## src/rtl/pio_mem_arb.sv

```systemverilog
`default_nettype none
// ============================================================================
// Module   : pio_mem_arb
// Brief    : Round-robin arbiter sharing the pio_mem_f app read port among
//            NUM_REQ requesters, throttling app reads so a pending PIO read
//            is served. Optional stats counters: PIO_MEM_ARB_STATS_EN.
// Revision : 1.0
// ============================================================================
module pio_mem_arb #(
  parameter int NUM_REQ       = 4,
  parameter int ID_NBITS      = 2,
  parameter int WIDTH         = 20,
  parameter int DEPTH_NBITS   = 10,
  parameter int MAX_APP_BURST = 8
) (
  input  logic                           clk,
  input  logic                           rst_n,
  input  logic [NUM_REQ-1:0]             req,
  input  logic [NUM_REQ*DEPTH_NBITS-1:0] req_addr,
  output logic [NUM_REQ-1:0]             gnt,
  output logic                           rsp_valid,
  output logic [ID_NBITS-1:0]            rsp_id,
  output logic [WIDTH-1:0]               rsp_data,
  input  logic                           pio_rd,
  output logic                           app_mem_rd,
  output logic [DEPTH_NBITS-1:0]         app_mem_raddr,
  input  logic                           app_mem_ack,
  input  logic [WIDTH-1:0]               app_mem_rdata,
  output logic [15:0]                    stat_grant_cnt,
  output logic [15:0]                    stat_yield_cnt
);

  typedef enum logic [0:0] {
    ST_ARB   = 1'b0,
    ST_YIELD = 1'b1
  } state_t;

  localparam int c_SUM_W = ID_NBITS + 1;

  state_t                  r_state;
  logic [ID_NBITS-1:0]     r_rr_ptr;
  logic [ID_NBITS-1:0]     r_id_d1;
  logic [ID_NBITS-1:0]     r_id_d2;
  logic                    r_vld_d1;
  logic                    r_vld_d2;
  logic                    r_app_mem_rd;
  logic [DEPTH_NBITS-1:0]  r_app_mem_raddr;
  logic                    r_pio_pend;
  logic [7:0]              r_burst_cnt;

  logic [ID_NBITS-1:0]     w_cand [NUM_REQ];
  logic [ID_NBITS-1:0]     w_win;
  logic [ID_NBITS-1:0]     w_rr_next;
  logic                    w_found;
  logic                    w_xfer;
  logic                    w_yield;
  logic [NUM_REQ-1:0]      w_gnt;
  logic [DEPTH_NBITS-1:0]  w_addr;

  // Candidate k is (rr_ptr + k) mod NUM_REQ; both terms < NUM_REQ so one subtract suffices.
  for (genvar k = 0; k < NUM_REQ; k++) begin : g_cand
    logic [c_SUM_W-1:0] w_sum;
    assign w_sum     = {1'b0, r_rr_ptr} + c_SUM_W'(k);
    assign w_cand[k] = (w_sum >= c_SUM_W'(NUM_REQ)) ?
                       ID_NBITS'(w_sum - c_SUM_W'(NUM_REQ)) : w_sum[ID_NBITS-1:0];
  end

  always_comb begin
    w_found = 1'b0;
    w_win   = '0;
    for (int k = 0; k < NUM_REQ; k++) begin
      if (!w_found && req[w_cand[k]]) begin
        w_found = 1'b1;
        w_win   = w_cand[k];
      end
    end
  end

  assign w_xfer    = rst_n && (r_state == ST_ARB) && w_found;
  assign w_yield   = w_xfer && r_pio_pend && (r_burst_cnt == 8'(MAX_APP_BURST - 1));
  assign w_rr_next = (w_win == ID_NBITS'(NUM_REQ - 1)) ? '0 : w_win + 1'b1;

  always_comb begin
    w_gnt  = '0;
    w_addr = '0;
    for (int k = 0; k < NUM_REQ; k++) begin
      if (w_win == ID_NBITS'(k)) begin
        w_addr = req_addr[k*DEPTH_NBITS +: DEPTH_NBITS];
        w_gnt[k] = w_xfer;
      end
    end
  end

  always_ff @(posedge clk) begin
    if (!rst_n) begin
      r_state         <= ST_ARB;
      r_rr_ptr        <= '0;
      r_id_d1         <= '0;
      r_id_d2         <= '0;
      r_vld_d1        <= 1'b0;
      r_vld_d2        <= 1'b0;
      r_app_mem_rd    <= 1'b0;
      r_app_mem_raddr <= '0;
      r_pio_pend      <= 1'b0;
      r_burst_cnt     <= '0;
    end else begin
      r_app_mem_rd <= w_xfer;
      if (w_xfer) begin
        r_app_mem_raddr <= w_addr;
        r_rr_ptr        <= w_rr_next;
      end
      r_id_d1  <= w_win;
      r_vld_d1 <= w_xfer;
      r_id_d2  <= r_id_d1;
      r_vld_d2 <= r_vld_d1;

      // PIO reads only wait while an app read owns the memory port.
      r_pio_pend <= (pio_rd | r_pio_pend) & r_app_mem_rd;
      if (!r_pio_pend || !r_app_mem_rd) begin
        r_burst_cnt <= '0;
      end else if (r_burst_cnt != 8'hFF) begin
        r_burst_cnt <= r_burst_cnt + 8'd1;
      end

      case (r_state)
        ST_ARB:   if (w_yield) r_state <= ST_YIELD;
        ST_YIELD: r_state <= ST_ARB;
        default:  r_state <= ST_ARB;
      endcase
    end
  end

  assign gnt           = w_gnt;
  assign app_mem_rd    = r_app_mem_rd;
  assign app_mem_raddr = r_app_mem_raddr;
  assign rsp_valid     = app_mem_ack & r_vld_d2;
  assign rsp_id        = r_id_d2;
  assign rsp_data      = app_mem_rdata;

`ifdef PIO_MEM_ARB_STATS_EN
  logic [15:0] r_stat_grant_cnt;
  logic [15:0] r_stat_yield_cnt;

  always_ff @(posedge clk) begin
    if (!rst_n) begin
      r_stat_grant_cnt <= '0;
      r_stat_yield_cnt <= '0;
    end else begin
      if (w_xfer && (r_stat_grant_cnt != 16'hFFFF)) r_stat_grant_cnt <= r_stat_grant_cnt + 16'd1;
      if (w_yield && (r_stat_yield_cnt != 16'hFFFF)) r_stat_yield_cnt <= r_stat_yield_cnt + 16'd1;
    end
  end

  assign stat_grant_cnt = r_stat_grant_cnt;
  assign stat_yield_cnt = r_stat_yield_cnt;
`else
  assign stat_grant_cnt = 16'h0;
  assign stat_yield_cnt = 16'h0;
`endif

endmodule
`default_nettype wire

```

## config.mk

```make
export PLATFORM = sky130hd
export DESIGN_NAME = pio_mem_arb
export DESIGN_NICKNAME = d
export VERILOG_FILES = /design/src/rtl/pio_mem_arb.sv
export SDC_FILE = /design/constraint.sdc
export NUM_CORES = 1
export LEC_CHECK = 0
export ABC_CLOCK_PERIOD_IN_PS = 4100
export CORE_MARGIN = 10
export CORE_UTILIZATION = 38
export DETAILED_ROUTE_END_ITERATION = 8
export PLACE_DENSITY_LB_ADDON = 0.12
export SYNTH_ARGS = -nofsm -noshare
export SYNTH_HDL_FRONTEND = slang
export SYNTH_SLANG_ARGS = --single-unit
```

## constraint.sdc

```tcl
create_clock -name clk -period 4.1 [get_ports clk]
set_clock_uncertainty 0.15 [all_clocks]
set_input_delay 1.025 -clock clk [delete_from_list [all_inputs] [get_ports clk]]
set_output_delay 1.025 -clock clk [all_outputs]
set_load 0.02 [all_outputs]
```

Yosys cells after proc, flatten, opt, wreduce, memory -nomap -nowiden
Cells that the tools add are included.
Widths: inputs -> output; s select.
- add/subtract/negate cells: 9
- magnitude comparators: 8
- eq/ne operators: 5
- multiplexer cells: 31
- bitwise logic cells: 5
- reductions and logical operators: 15
- operators by type and width (kind ; number):
    $mux 10 ; 4
    $mux 2 ; 9
    $mux 1 ; 13
    $lt 2x3->1 const B ; 4
    $ge 3x3->1 const B ; 3
    $add 8x1->8 const B ; 1
    $bmux 1 s2 ; 4
    $eq 8x3->1 const B ; 1
    $ne 8x8->1 const B ; 1
    $sub 2x1->2 const B ; 4
    $logic_and 1x1->1 ; 7
    $add 2x2->3 const B ; 2
    $logic_not 1->1 ; 5
    $eq 2x2->1 const B ; 2
    $add 2x1->3 const B ; 1
    $ge 2x3->1 const B ; 1
    $add 2x1->2 const B ; 1
    $and 1x1->1 ; 2
    $eq 2x1->1 const B ; 1
    $logic_not 2->1 ; 1
    $not 1->1 ; 2
    $pmux 1 s2 ; 1
    $reduce_or 2->1 ; 1
    $logic_or 1x1->1 ; 1
    $or 1x1->1 ; 1
- register bits: 28
- input bits: 68
- output and inout bits: 70
- logic and storage cells: 82

Depth between registers and ports, before layout
Gate-level depths: netlist of the first run.
- word-level depth: 19
- gate-level depth with buffers: 10

Least setup slack after synthesis of the first run
OpenSTA, ideal clock, no wires.
- kind: input -> output
- start: in req[0]
- end: out gnt[3]
- data arrival time: 2291 ps
- data required time: 2925 ps
- slack: 634 ps
- cell stages on the path: 6
- buffers on the path: 1
- path through: a21oi_1 > nor3b_1 > nor3_1 > ha_1 > clkbuf_1 > and2_1
- word-level cells in the longest chain between the ends: 14
- ends and longest elaborated chain (element ; RTL line ; RTL):
    start: declaration ; 18 ; input logic [NUM_REQ-1:0] req,
    $bmux 1 s2 ; 72 ; if (!w_found && req[w_cand[k]]) begin
    $mux 1 (implied by the code) ; 72 ;
    $mux 1 ; 72 ;
    $logic_not 1->1 ; 72 ;
    $logic_and 1x1->1 ; 72 ;
    $mux 1 ; 72 ;
    $logic_not 1->1 ; 72 ;
    $logic_and 1x1->1 ; 72 ;
    $mux 1 ; 72 ;
    $logic_not 1->1 ; 72 ;
    $logic_and 1x1->1 ; 72 ;
    $mux 2 (*) ; 72 ;
    named net w_win[1] ; 52 ; logic [ID_NBITS-1:0] w_win;
    $eq 2x2->1 (*) ; 87 ; if (w_win == ID_NBITS'(k)) begin
    $mux 1 (*) ; 87 ;
    end: declaration ; 20 ; output logic [NUM_REQ-1:0] gnt,
Mark *: on every way through the listed nets, which the timed path passes. The rest lies on a longest branch. The select of a mux whose other input is x is not followed.

Final worst setup path of the first run
- start: in req[0]
- end: out gnt[2]
The elaborated chain is that of the path after synthesis.

==> insert_results.sql, run 1 <==
INSERT INTO impl_metrics (metric_group, metric, value, unit) VALUES
('global_route', 'grt_max_degree', '25', ''),
('pwr', 'leakagePower', '1.040', 'nW'),
('synth', 'top_area_cells_in_the_synthesized_netlist', 'dfxtp_1 29%, buf_4 20%, a21oi_1 10%, a22oi_1 3.9%, and2_1 3.3%', ''),
('route', 'met2WireLength', '2642', 'µm'),
('critical_path', 'critical_path.max_stage_delay', '0.52', 'ns'),
('floorplan', 'design.die.area', '8264', 'µm²'),
('route', 'num_vias', '1681', ''),
('synth', 'synthArstFlopShare', '0', ''),
('route', 'topRoutingLayerUsed', 'met4', ''),
('synth', 'synth_sequential_area_ratio', '0.2934', ''),
('critical_path', 'cp_max_fo', '4', ''),
('clocking', 'clk-insertion-delay-late', '0.27', 'ns'),
('synth', 'netlist.top_cell.by_area', 'dfxtp_1', ''),
('finish', 'final_cell_count_without_fillers', '362', ''),
('synth', 'ys_warn_count', '0', ''),
('status', 'status', 'complete, no violations', ''),
('critical_path', 'path_cells', 'clkdlybuf4s50_1 > nand2b_1 > a21boi_0 > o221a_2 > inv_2 > ha_1 > and2_1 > dlygate4sd2_1', ''),
('pwr', 'p_per_area', '409.7', 'nW/µm²'),
('critical_path', 'r2r.worst_path.cells', '10', ''),
('synth', 'synthTopCellsByCount', '52 x buf_4, 38 x a21oi_1, 28 x dfxtp_1', ''),
('route', 'detailedRoute.firstPassIterationCount', '4', ''),
('pwr', 'p_total', '1.009', 'mW'),
('timing', 'fin_crit', '3.948', 'ns'),
('placement', 'hpwl_dp', '4267', 'µm'),
('synth', 'synth_cell_area', '1911', 'µm²'),
('pwr', 'power.ir.vdd_worst', '0.3013', 'mV'),
('floorplan', 'floorplan.die.width', '90.91', 'µm'),
('placement', 'gp_routability_congestion', '0.8107', ''),
('finish', 'multi_input_combinational_cell_area', '959.7', 'µm²'),
('clocking', 'holdBufCountCts', '0', ''),
('clocking', 'tritoncts.num_buffers', '3', ''),
('synth', 'synth_edf_count', '0', ''),
('timing', 'report.final.setup_viol', '0', ''),
('route', 'routed_wirelength', '5205', 'µm'),
('placement', 'placed_cells', '358', ''),
('finish', 'fin_area', '2464', 'µm²'),
('critical_path', 'timing_worst_setup_path_type', 'primary input to output port', ''),
('critical_path', 'worst_setup_path_end_kind', 'output port', ''),
('clocking', 'cts_setup_buffers', '0', ''),
('route', 'detailedRoute.firstIterationViolations', '118', ''),
('finish', 'final_layout_size_suffix_gt1_frac', '0.09153', ''),
('finish', 'fill_cells', '463', ''),
('floorplan', 'fp.coreArea', '4786', 'µm²'),
('global_route', 'overflow', '0', ''),
('global_route', 'first_pass_grt_wire_length', '8142', 'µm'),
('synth', 'postSynth.topFlopCell', 'dfxtp_1', ''),
('route', 'routed_wl_per_cell', '14.38', 'µm'),
('timing', 'finalCritPeriodShare', '0.9628', ''),
('route', 'drt_drc_violations_left', '0', ''),
('synth', 'synth.most_common_cell', 'buf_4', ''),
('timing', 'rsz0062_at_grt', 'false', ''),
('min_path', 'number_of_instances_on_the_worst_hold_path', '1', ''),
('critical_path', 'crit_arrival', '2.77', 'ns'),
('floorplan', 'initial_core_util', '0.3992', ''),
('clocking', 'clk_path_buf_depth', '2', ''),
('timing', 'hold_viol', '0', ''),
('floorplan', 'die_height', '90.91', 'µm'),
('synth', 'synthesis.area_per_instance', '7.735', 'µm²'),
('clocking', 'clock_tree_from_tritoncts', 'yes', ''),
('global_route', 'antenna_violations_before_repair', '0', ''),
('route', 'wl_met3', '437', 'µm'),
('finish', 'num-nets-final', '369', ''),
('finish', 'final-seq-area', '560.5', 'µm²'),
('synth', 'synthesized_flop_and_latch_total', '28', ''),
('clocking', 'path_clk_slew', '0.09', 'ns'),
('synth', 'synthCells', '247', ''),
('clocking', 'cts_max_level', '1', ''),
('placement', 'count_of_buffers_from_port_buffering', '65', ''),
('synth', 'distinct_cell_type_count_of_the_synthesized_netlist', '37', ''),
('clocking', 'cts_root_buf', 'clkbuf_8', ''),
('flow_run', 'cap_viol_max_count', '0', '');
[state kept, by name, summed over array words and instances (netlist names)]
name and count:
r_rr_ptr 2, r_vld_d2 1, r_burst_cnt 8, app_mem_rd 1, r_id_d1 2, rsp_id 2
r_pio_pend 1, r_state 1, app_mem_raddr 10
[power breakdown]
part / switching, mW / total, mW / internal, mW / leakage [nW]
clock network: 0.0793 / 0.210 / 0.131 / 0.0357
logic: 0.255 / 0.465 / 0.210 / 0.773
registers: 0.0236 / 0.335 / 0.311 / 0.231
[routing by layer]
metal / up-vias / track usage
met5: - / 0
met4: 0 / 0.02611
met3: 10 / 0.04239
met2: 84 / 0.2175
met1: 737 / 0.1265
li1: 850 / -
[timing repair]
action / in CTS / in global routing
endpoints found under the setup margin: 4 / 0
resized for setup: 4 / 0
endpoints found under the hold margin: 0 / 0
[critical path, delay by kind of cell]
kind	cells	cell delay [ns]
buf+inv	3	0.95
simple gates	2	0.21
fa+ha+maj	1	0.16
compound gates	2	0.43
[per-stage QoR]
stage	hold WS, ns	TNS (ns)	worst slack (ns)	util
after floorplan	0.2619	0	0.6344	-
after global placement	0.2679	-0.1814	-0.06993	0.5009
after detailed placement	0.2694	-0.3299	-0.1194	0.5009
after CTS	0.2925	0	0.1444	0.5148
after global routing	0.3093	0	0.05414	0.5148
final	0.2927	0	0.1525	0.5148
[kinds of logic (layout without fill, tap and decap cells)]
group	after synthesis	count (layout)	share of synthesized area
compound gates	75	75	0.2331
xor+xnor	1	1	0.004585
fa+ha+maj	5	5	0.03274
buf+inv	78	95	0.2652
flops	28	28	0.2934
mux	1	1	0.005239
other cells	1	32	0.001963
simple gates	58	58	0.1637
[cell type report]
class | instances | share of cell area
clock buffers | 3 | 0.01676
flip-flops and latches | 28 | 0.2275
inverters | 14 | 0.02133
repair buffers | 77 | 0.2986
clock inverters | 1 | 0.01219
well taps | 67 | 0.03403
multi-input cells | 172 | 0.3895
[placed cells by master (no fill, tap or decap), drive strengths merged]
cell           synthesis  layout
clkdlybuf4s50          0      61
a21oi                 44      44
conb                   1      32
dfxtp                 28      28
nand2                 16      16
inv                   14      14
o21ai                 14      14
buf                   56      12
and2                  10      10
a22oi                 10      10
nor2                   9       9
nor3                   7       7
ha                     5       5
dlygate4sd2            0       4
and3                   3       3
nand3                  3       3
clkbuf                 8       3
nor3b                  3       3
o221a                  2       2
a31oi                  2       2
nor4                   2       2
nand2b                 1       1
a21boi                 1       1
and2b                  1       1
nor2b                  1       1
o21a                   1       1
a211oi                 1       1
nand4                  1       1
mux2i                  1       1
xor2                   1       1
nor4b                  1       1
bufinv                 0       1
[worst paths after layout]
kind | endpoint | from | slack, ns
hold reg to reg | rsp_id[0] | r_id_d1[0] | 0.29
setup / recovery | gnt[2] | req[0] | 0.15
setup reg to reg | app_mem_raddr[7] | r_rr_ptr[0] | 1.85
hold / removal | rsp_id[0] | r_id_d1[0] | 0.29
(Power assumes the default switching activity.)
==> inputs of run 2 (changes only) <==
--- a/config.mk
+++ b/config.mk
@@ -6,7 +6,7 @@
 export NUM_CORES = 1
 export LEC_CHECK = 0
 export ABC_CLOCK_PERIOD_IN_PS = 4100
-export CORE_MARGIN = 10
+export CORE_MARGIN = 3
 export CORE_UTILIZATION = 38
 export DETAILED_ROUTE_END_ITERATION = 8
 export PLACE_DENSITY_LB_ADDON = 0.12
==> insert_results.sql, run 2 (synthesis gave the netlist of run 1 again) <==
INSERT INTO impl_metrics (metric_group, metric, value, unit) VALUES
('status', 'status', 'complete, no violations', ''),
('critical_path', 'cp_slowest_cell', 'clkdlybuf4s50_1', ''),
('placement', 'count_of_buffers_from_port_buffering', '65', ''),
('timing', 'hold_slack', '0.2859', 'ns'),
('timing', 'fin_crit', '3.958', 'ns'),
('global_route', 'overflow', '0', ''),
('critical_path', 'timing_worst_setup_path_type', 'primary input to output port', ''),
('pwr', 'power.ir.vdd_worst', '0.2206', 'mV'),
('floorplan', 'io_pins', '138', ''),
('min_path', 'min-delay-path-class', 'register to register', ''),
('clocking', 'cts_root_buf', 'clkbuf_8', ''),
('critical_path', 'cp_max_fo', '4', ''),
('route', 'routed_wl_per_cell', '12.54', 'µm'),
('route', 'num_vias', '1663', ''),
('critical_path', 'crit_path_start_kind', 'primary input', ''),
('finish', 'fill_cells', '478', ''),
('critical_path', 'worst_ep_required_time', '2.92', 'ns'),
('flow_run', 'cap_viol_max_count', '0', ''),
('clocking', 'cts_max_level', '1', ''),
('pwr', 'p_total', '0.9347', 'mW'),
('timing', 'finalCritPeriodShare', '0.9653', ''),
('clocking', 'clk_path_buf_depth', '2', ''),
('floorplan', 'floorplan.die.width', '76.91', 'µm'),
('clocking', 'cts_setup_buffers', '0', ''),
('route', 'drt_drc_violations_left', '0', ''),
('pwr', 'p_per_area', '384.1', 'nW/µm²'),
('floorplan', 'design.die.area', '5914', 'µm²'),
('route', 'average_via_count_per_standard_cell', '4.607', ''),
('clocking', 'tritoncts.num_buffers', '3', ''),
('finish', 'num-nets-final', '369', ''),
('timing', 'report.final.setup_viol', '0', ''),
('finish', 'flow.area_growth_from_synthesis', '27.37', '%'),
('global_route', 'grt_pass1_vias', '1420', ''),
('timing', 'report.final.slew_viol_count', '0', ''),
('route', 'routed_wirelength', '4527', 'µm'),
('critical_path', 'path_cells', 'clkdlybuf4s50_1 > and2b_1 > o21ai_1 > o221a_2 > inv_2 > ha_1 > and2_1 > dlygate4sd2_1', ''),
('finish', 'final_common_cell', 'clkdlybuf4s50_1', ''),
('finish', 'n_diodes', '0', ''),
('floorplan', 'initial_core_util', '0.3992', ''),
('finish', 'final_layout_size_suffix_gt1_frac', '0.08844', ''),
('critical_path', 'crit_arrival', '2.78', 'ns'),
('global_route', 'grt_max_degree', '25', ''),
('floorplan', 'rows', '25', ''),
('finish', 'mostFrequentLayoutCells', '61 x clkdlybuf4s50_1, 38 x a21oi_1, 32 x conb_1, 28 x dfxtp_1, 16 x nand2_1', ''),
('clocking', 'clock_tree_from_tritoncts', 'yes', ''),
('floorplan', 'die_height', '76.91', 'µm'),
('route', 'detailedRoute.firstIterationViolations', '68', ''),
('global_route', 'grt.total_usage', '0.1450', ''),
('route', 'remaining_number_of_nets_flagged_by_the_antenna_check_after_routing', '0', ''),
('placement', 'gp_routability_congestion', '0.8118', ''),
('clocking', 'clock_sinks', '28', ''),
('clocking', 'clk-insertion-delay-late', '0.26', 'ns'),
('global_route', 'antenna_violations_before_repair', '0', ''),
('route', 'detailedRoute.firstPassIterationCount', '4', ''),
('finish', 'largest_reg_flops', '10', ''),
('global_route', 'first_pass_grt_wire_length', '6975', 'µm'),
('timing', 'hold_viol', '0', ''),
('placement', 'hpwl_dp', '3596', 'µm'),
('pwr', 'leakagePower', '1.026', 'nW'),
('floorplan', 'fp.coreArea', '4786', 'µm²'),
('timing', 'achievable-frequency', '252.7', 'MHz'),
('critical_path', 'critical_path.max_stage_delay', '0.47', 'ns'),
('timing', 'rsz0062_at_grt', 'false', ''),
('clocking', 'path_clk_slew', '0.08', 'ns'),
('critical_path', 'worst_setup_path_end_kind', 'output port', '');
## run 2: layout make-up
type / count / area (µm²) / area share
Sequential cell: 28 / 560.5 / 0.2303
Tap cell: 67 / 83.83 / 0.03445
Timing Repair Buffer: 77 / 735.7 / 0.3023
Multi-Input combinational cell: 172 / 959.7 / 0.3943
Clock buffer: 3 / 41.29 / 0.01697
Inverter: 14 / 52.55 / 0.02159
## run 2: worst paths after layout
kind | start | endpoint | slack [ns] | cells past startpoint
worst min-delay path | r_id_d1[0] | rsp_id[0] | 0.29 | 1
worst max register to register | r_rr_ptr[0] | app_mem_raddr[4] | 1.87 | 10
worst max-delay path | req[2] | gnt[2] | 0.14 | 8
worst min register to register | r_id_d1[0] | rsp_id[0] | 0.29 | 1
## run 2: critical path: cells and delay by family
kind | cells | cell delay [ns]
compound gates | 2 | 0.39
fa+ha+maj | 1 | 0.20
simple gates | 2 | 0.31
buf+inv | 3 | 0.85
## run 2: report_power, final
group          internal, mW  switching, mW
clock network        0.0657         0.0745
logic                 0.209          0.252
registers             0.311         0.0224
## run 2: what timing repair did
action,CTS,global route
hold buffers,0,0
resized for setup,4,0
setup endpoints to repair,4,0
endpoints found under the hold margin,0,0
## run 2: layer usage
metal | vias to the layer above | part of all wire | track usage
met4 | 0 | 0.011 | 0.03986
met3 | 10 | 0.082 | 0.04577
met2 | 77 | 0.51 | 0.2648
met1 | 723 | 0.39 | 0.1601
met5 | - | 0 | 0
li1 | 853 | - | -
## run 2: per-stage QoR
stage	instance area, µm²	setup WS, ns	std cells	utilization	TNS [ns]
after global routing	2434	0.06273	361	0.5085	0
after detailed placement	2397	-0.08397	358	0.5009	-0.2173
after global placement	2397	-0.06232	358	0.5009	-0.1887
final	2434	0.1424	361	0.5085	0
after floorplan	2027	0.6344	278	-	0
after CTS	2434	0.1481	361	0.5085	0
==> inputs of run 3 (changes only) <==
--- a/config.mk
+++ b/config.mk
@@ -6,10 +6,10 @@
 export NUM_CORES = 1
 export LEC_CHECK = 0
 export ABC_CLOCK_PERIOD_IN_PS = 4100
-export CORE_MARGIN = 3
 export CORE_UTILIZATION = 38
 export DETAILED_ROUTE_END_ITERATION = 8
 export PLACE_DENSITY_LB_ADDON = 0.12
+export SLEW_MARGIN = 5
 export SYNTH_ARGS = -nofsm -noshare
 export SYNTH_HDL_FRONTEND = slang
 export SYNTH_SLANG_ARGS = --single-unit
==> insert_results.sql, run 3 (synthesis gave the netlist of run 1 again) <==
INSERT INTO impl_metrics (metric_group, metric, value, unit) VALUES
('floorplan', 'floorplan.die.width', '72.91', 'µm'),
('floorplan', 'rows', '25', ''),
('route', 'detailedRoute.firstIterationViolations', '45', ''),
('critical_path', 'timing.critical_path.from', 'req[2]', ''),
('finish', 'largest_reg_flops', '10', ''),
('flow_run', 'cap_viol_max_count', '0', ''),
('global_route', 'overflow', '0', ''),
('status', 'status', 'complete, no violations', ''),
('clocking', 'clk_path_buf_depth', '2', ''),
('min_path', 'number_of_instances_on_the_worst_hold_path', '1', ''),
('timing', 'report.final.setup_viol', '0', ''),
('finish', 'final_layout_size_suffix_gt1_frac', '0.08844', ''),
('route', 'routed_wl_per_cell', '12.25', 'µm'),
('clocking', 'tritoncts.num_buffers', '3', ''),
('critical_path', 'crit_path_start_kind', 'primary input', ''),
('timing', 'report.final.slew_viol_count', '0', ''),
('min_path', 'min-delay-path-class', 'register to register', ''),
('critical_path', 'cp_slowest_cell', 'clkdlybuf4s50_1', ''),
('route', 'average_via_count_per_standard_cell', '4.726', ''),
('timing', 'rsz0062_at_grt', 'false', ''),
('critical_path', 'worst_ep_required_time', '2.92', 'ns'),
('critical_path', 'rrSetupSlack', '1.87', 'ns'),
('finish', 'final_common_cell', 'clkdlybuf4s50_1', ''),
('floorplan', 'initial_core_util', '0.3992', ''),
('placement', 'placed_area', '2397', 'µm²'),
('finish', 'mostFrequentLayoutCells', '61 x clkdlybuf4s50_1, 38 x a21oi_1, 32 x conb_1, 28 x dfxtp_1, 16 x nand2_1', ''),
('critical_path', 'timing_worst_setup_path_type', 'primary input to output port', ''),
('clocking', 'clock_tree_from_tritoncts', 'yes', ''),
('route', 'drt_drc_violations_left', '0', ''),
('route', 'routed_wirelength', '4424', 'µm'),
('critical_path', 'timing.critical_path.buf_inv', '3', ''),
('finish', 'fin_area', '2435', 'µm²'),
('timing', 'achievable-frequency', '251.3', 'MHz'),
('route', 'remaining_number_of_nets_flagged_by_the_antenna_check_after_routing', '0', ''),
('timing', 'finalCritPeriodShare', '0.9704', ''),
('timing', 'fin_crit', '3.979', 'ns'),
('clocking', 'path_clk_slew', '0.08', 'ns'),
('clocking', 'clk-insertion-delay-late', '0.27', 'ns'),
('floorplan', 'design.die.area', '5315', 'µm²'),
('min_path', 'hold_path.startpoint', 'r_id_d1[1]', ''),
('finish', 'final_util', '0.5088', ''),
('placement', 'gp_routability_congestion', '0.7654', ''),
('floorplan', 'io_pins', '138', ''),
('critical_path', 'r2r_start', 'r_rr_ptr[0]', ''),
('clocking', 'cts_max_level', '1', ''),
('critical_path', 'worst_setup_path_end_kind', 'output port', ''),
('pwr', 'leakagePower', '1.023', 'nW'),
('clocking', 'clock_sinks', '28', ''),
('pwr', 'p_per_area', '387.0', 'nW/µm²'),
('floorplan', 'die_height', '72.91', 'µm'),
('global_route', 'grt.total_usage', '0.1708', ''),
('finish', 'final_cell_count_without_fillers', '361', ''),
('placement', 'placed_cells', '358', ''),
('critical_path', 'path_cells', 'clkdlybuf4s50_1 > and2b_1 > o21ai_1 > o221a_2 > inv_2 > ha_1 > and2_1 > dlygate4sd2_1', ''),
('placement', 'count_of_buffers_from_port_buffering', '65', ''),
('critical_path', 'critical_path.max_stage_delay', '0.48', 'ns'),
('clocking', 'holdBufCountCts', '0', ''),
('clocking', 'cts_root_buf', 'clkbuf_8', ''),
('min_path', 'worstHoldEndpoint', 'rsp_id[1]', ''),
('critical_path', 'cp_max_fo', '4', ''),
('global_route', 'grt_pass1_vias', '1547', ''),
('route', 'num_vias', '1706', ''),
('critical_path', 'r2r.worst_path.cells', '10', ''),
('timing', 'hold_viol', '0', ''),
('timing', 'setup_tns', '0', 'ns'),
('route', 'detailedRoute.firstPassIterationCount', '4', ''),
('finish', 'num-nets-final', '369', ''),
('global_route', 'first_pass_grt_wire_length', '6934', 'µm'),
('critical_path', 'worst_r2r_endpoint', 'app_mem_raddr[0]', ''),
('clocking', 'cts_setup_buffers', '0', ''),
('pwr', 'power.ir.vdd_worst', '0.2005', 'mV'),
('global_route', 'antenna_violations_before_repair', '0', ''),
('critical_path', 'crit_arrival', '2.80', 'ns'),
('finish', 'n_diodes', '0', ''),
('placement', 'hpwl_dp', '3464', 'µm'),
('finish', 'flow.area_growth_from_synthesis', '27.44', '%'),
('critical_path', 'crit_family', 'buffers and inverters', ''),
('floorplan', 'fp.coreArea', '4786', 'µm²'),
('global_route', 'grt_max_degree', '25', '');
==> run 3: cell types whose count changed in the layout (fill, tap and decap cells not counted), sizes merged <==
| cell | change |
|---|---|
| clkdlybuf4s15 | +1 |
| dlygate4sd2 | -1 |
==> run 3: what timing repair did <==
action | 4_1_cts | 5_1_grt
setup endpoints to repair | 4 | 1
resized for setup | 4 | 1
hold endpoints to repair | 0 | 0
==> run 3: worst register-to-register path, stage by stage (launching register included) <==
cell      delay (ns)
dfxtp_1         0.38
nand2b_1        0.14
a21boi_0        0.18
o221a_2         0.27
inv_2           0.06
ha_1            0.21
buf_4           0.21
a21oi_1         0.12
o21ai_0         0.09
a22oi_1         0.21
a21oi_1         0.10
==> run 3: per-stage QoR <==
step | hold slack [ns] | power [mW] | setup slack, ns
after floorplan | 0.2619 | 0.6691 | 0.6344
after global placement | 0.2664 | 0.8071 | -0.05898
after detailed placement | 0.2669 | 0.8106 | -0.1156
after CTS | 0.2873 | 0.9508 | 0.1151
after global routing | 0.3077 | 1.007 | 0.007346
final | 0.2874 | 0.9424 | 0.1214
==> run 3: metal layers <==
| layer | GRT usage | vias up | wire length, µm |
|---|---|---|---|
| li1 | - | 850 | - |
| met1 | 0.1949 | 753 | 1796 |
| met2 | 0.2939 | 79 | 2123 |
| met3 | 0.04144 | 24 | 313 |
| met4 | 0.09150 | 0 | 190 |
| met5 | 0 | - | 0 |
==> run 3: layout make-up <==
class	instances	area [µm²]
Fill cell	505	2351
Multi-Input combinational cell	172	959.7
Timing Repair Buffer	77	737.0
Sequential cell	28	560.5
Tap cell	67	83.83
Inverter	14	52.55
Clock buffer	3	41.29
==> run 3: worst max-delay path by stage <==
stage               slack, ns  depth (start not counted)      to
floorplan                0.63                          6  gnt[3]
global placement        -0.06                          8  gnt[2]
detailed placement      -0.12                          9  gnt[0]
CTS                      0.12                          8  gnt[0]
global route            0.007                          8  gnt[2]
finish                   0.12                          8  gnt[0]
==> run 3: power by group <==
group | switching (mW) | internal [mW] | total, mW
Combinational | 0.253 | 0.210 | 0.464
Clock | 0.0779 | 0.0658 | 0.144
Sequential | 0.0240 | 0.311 | 0.335
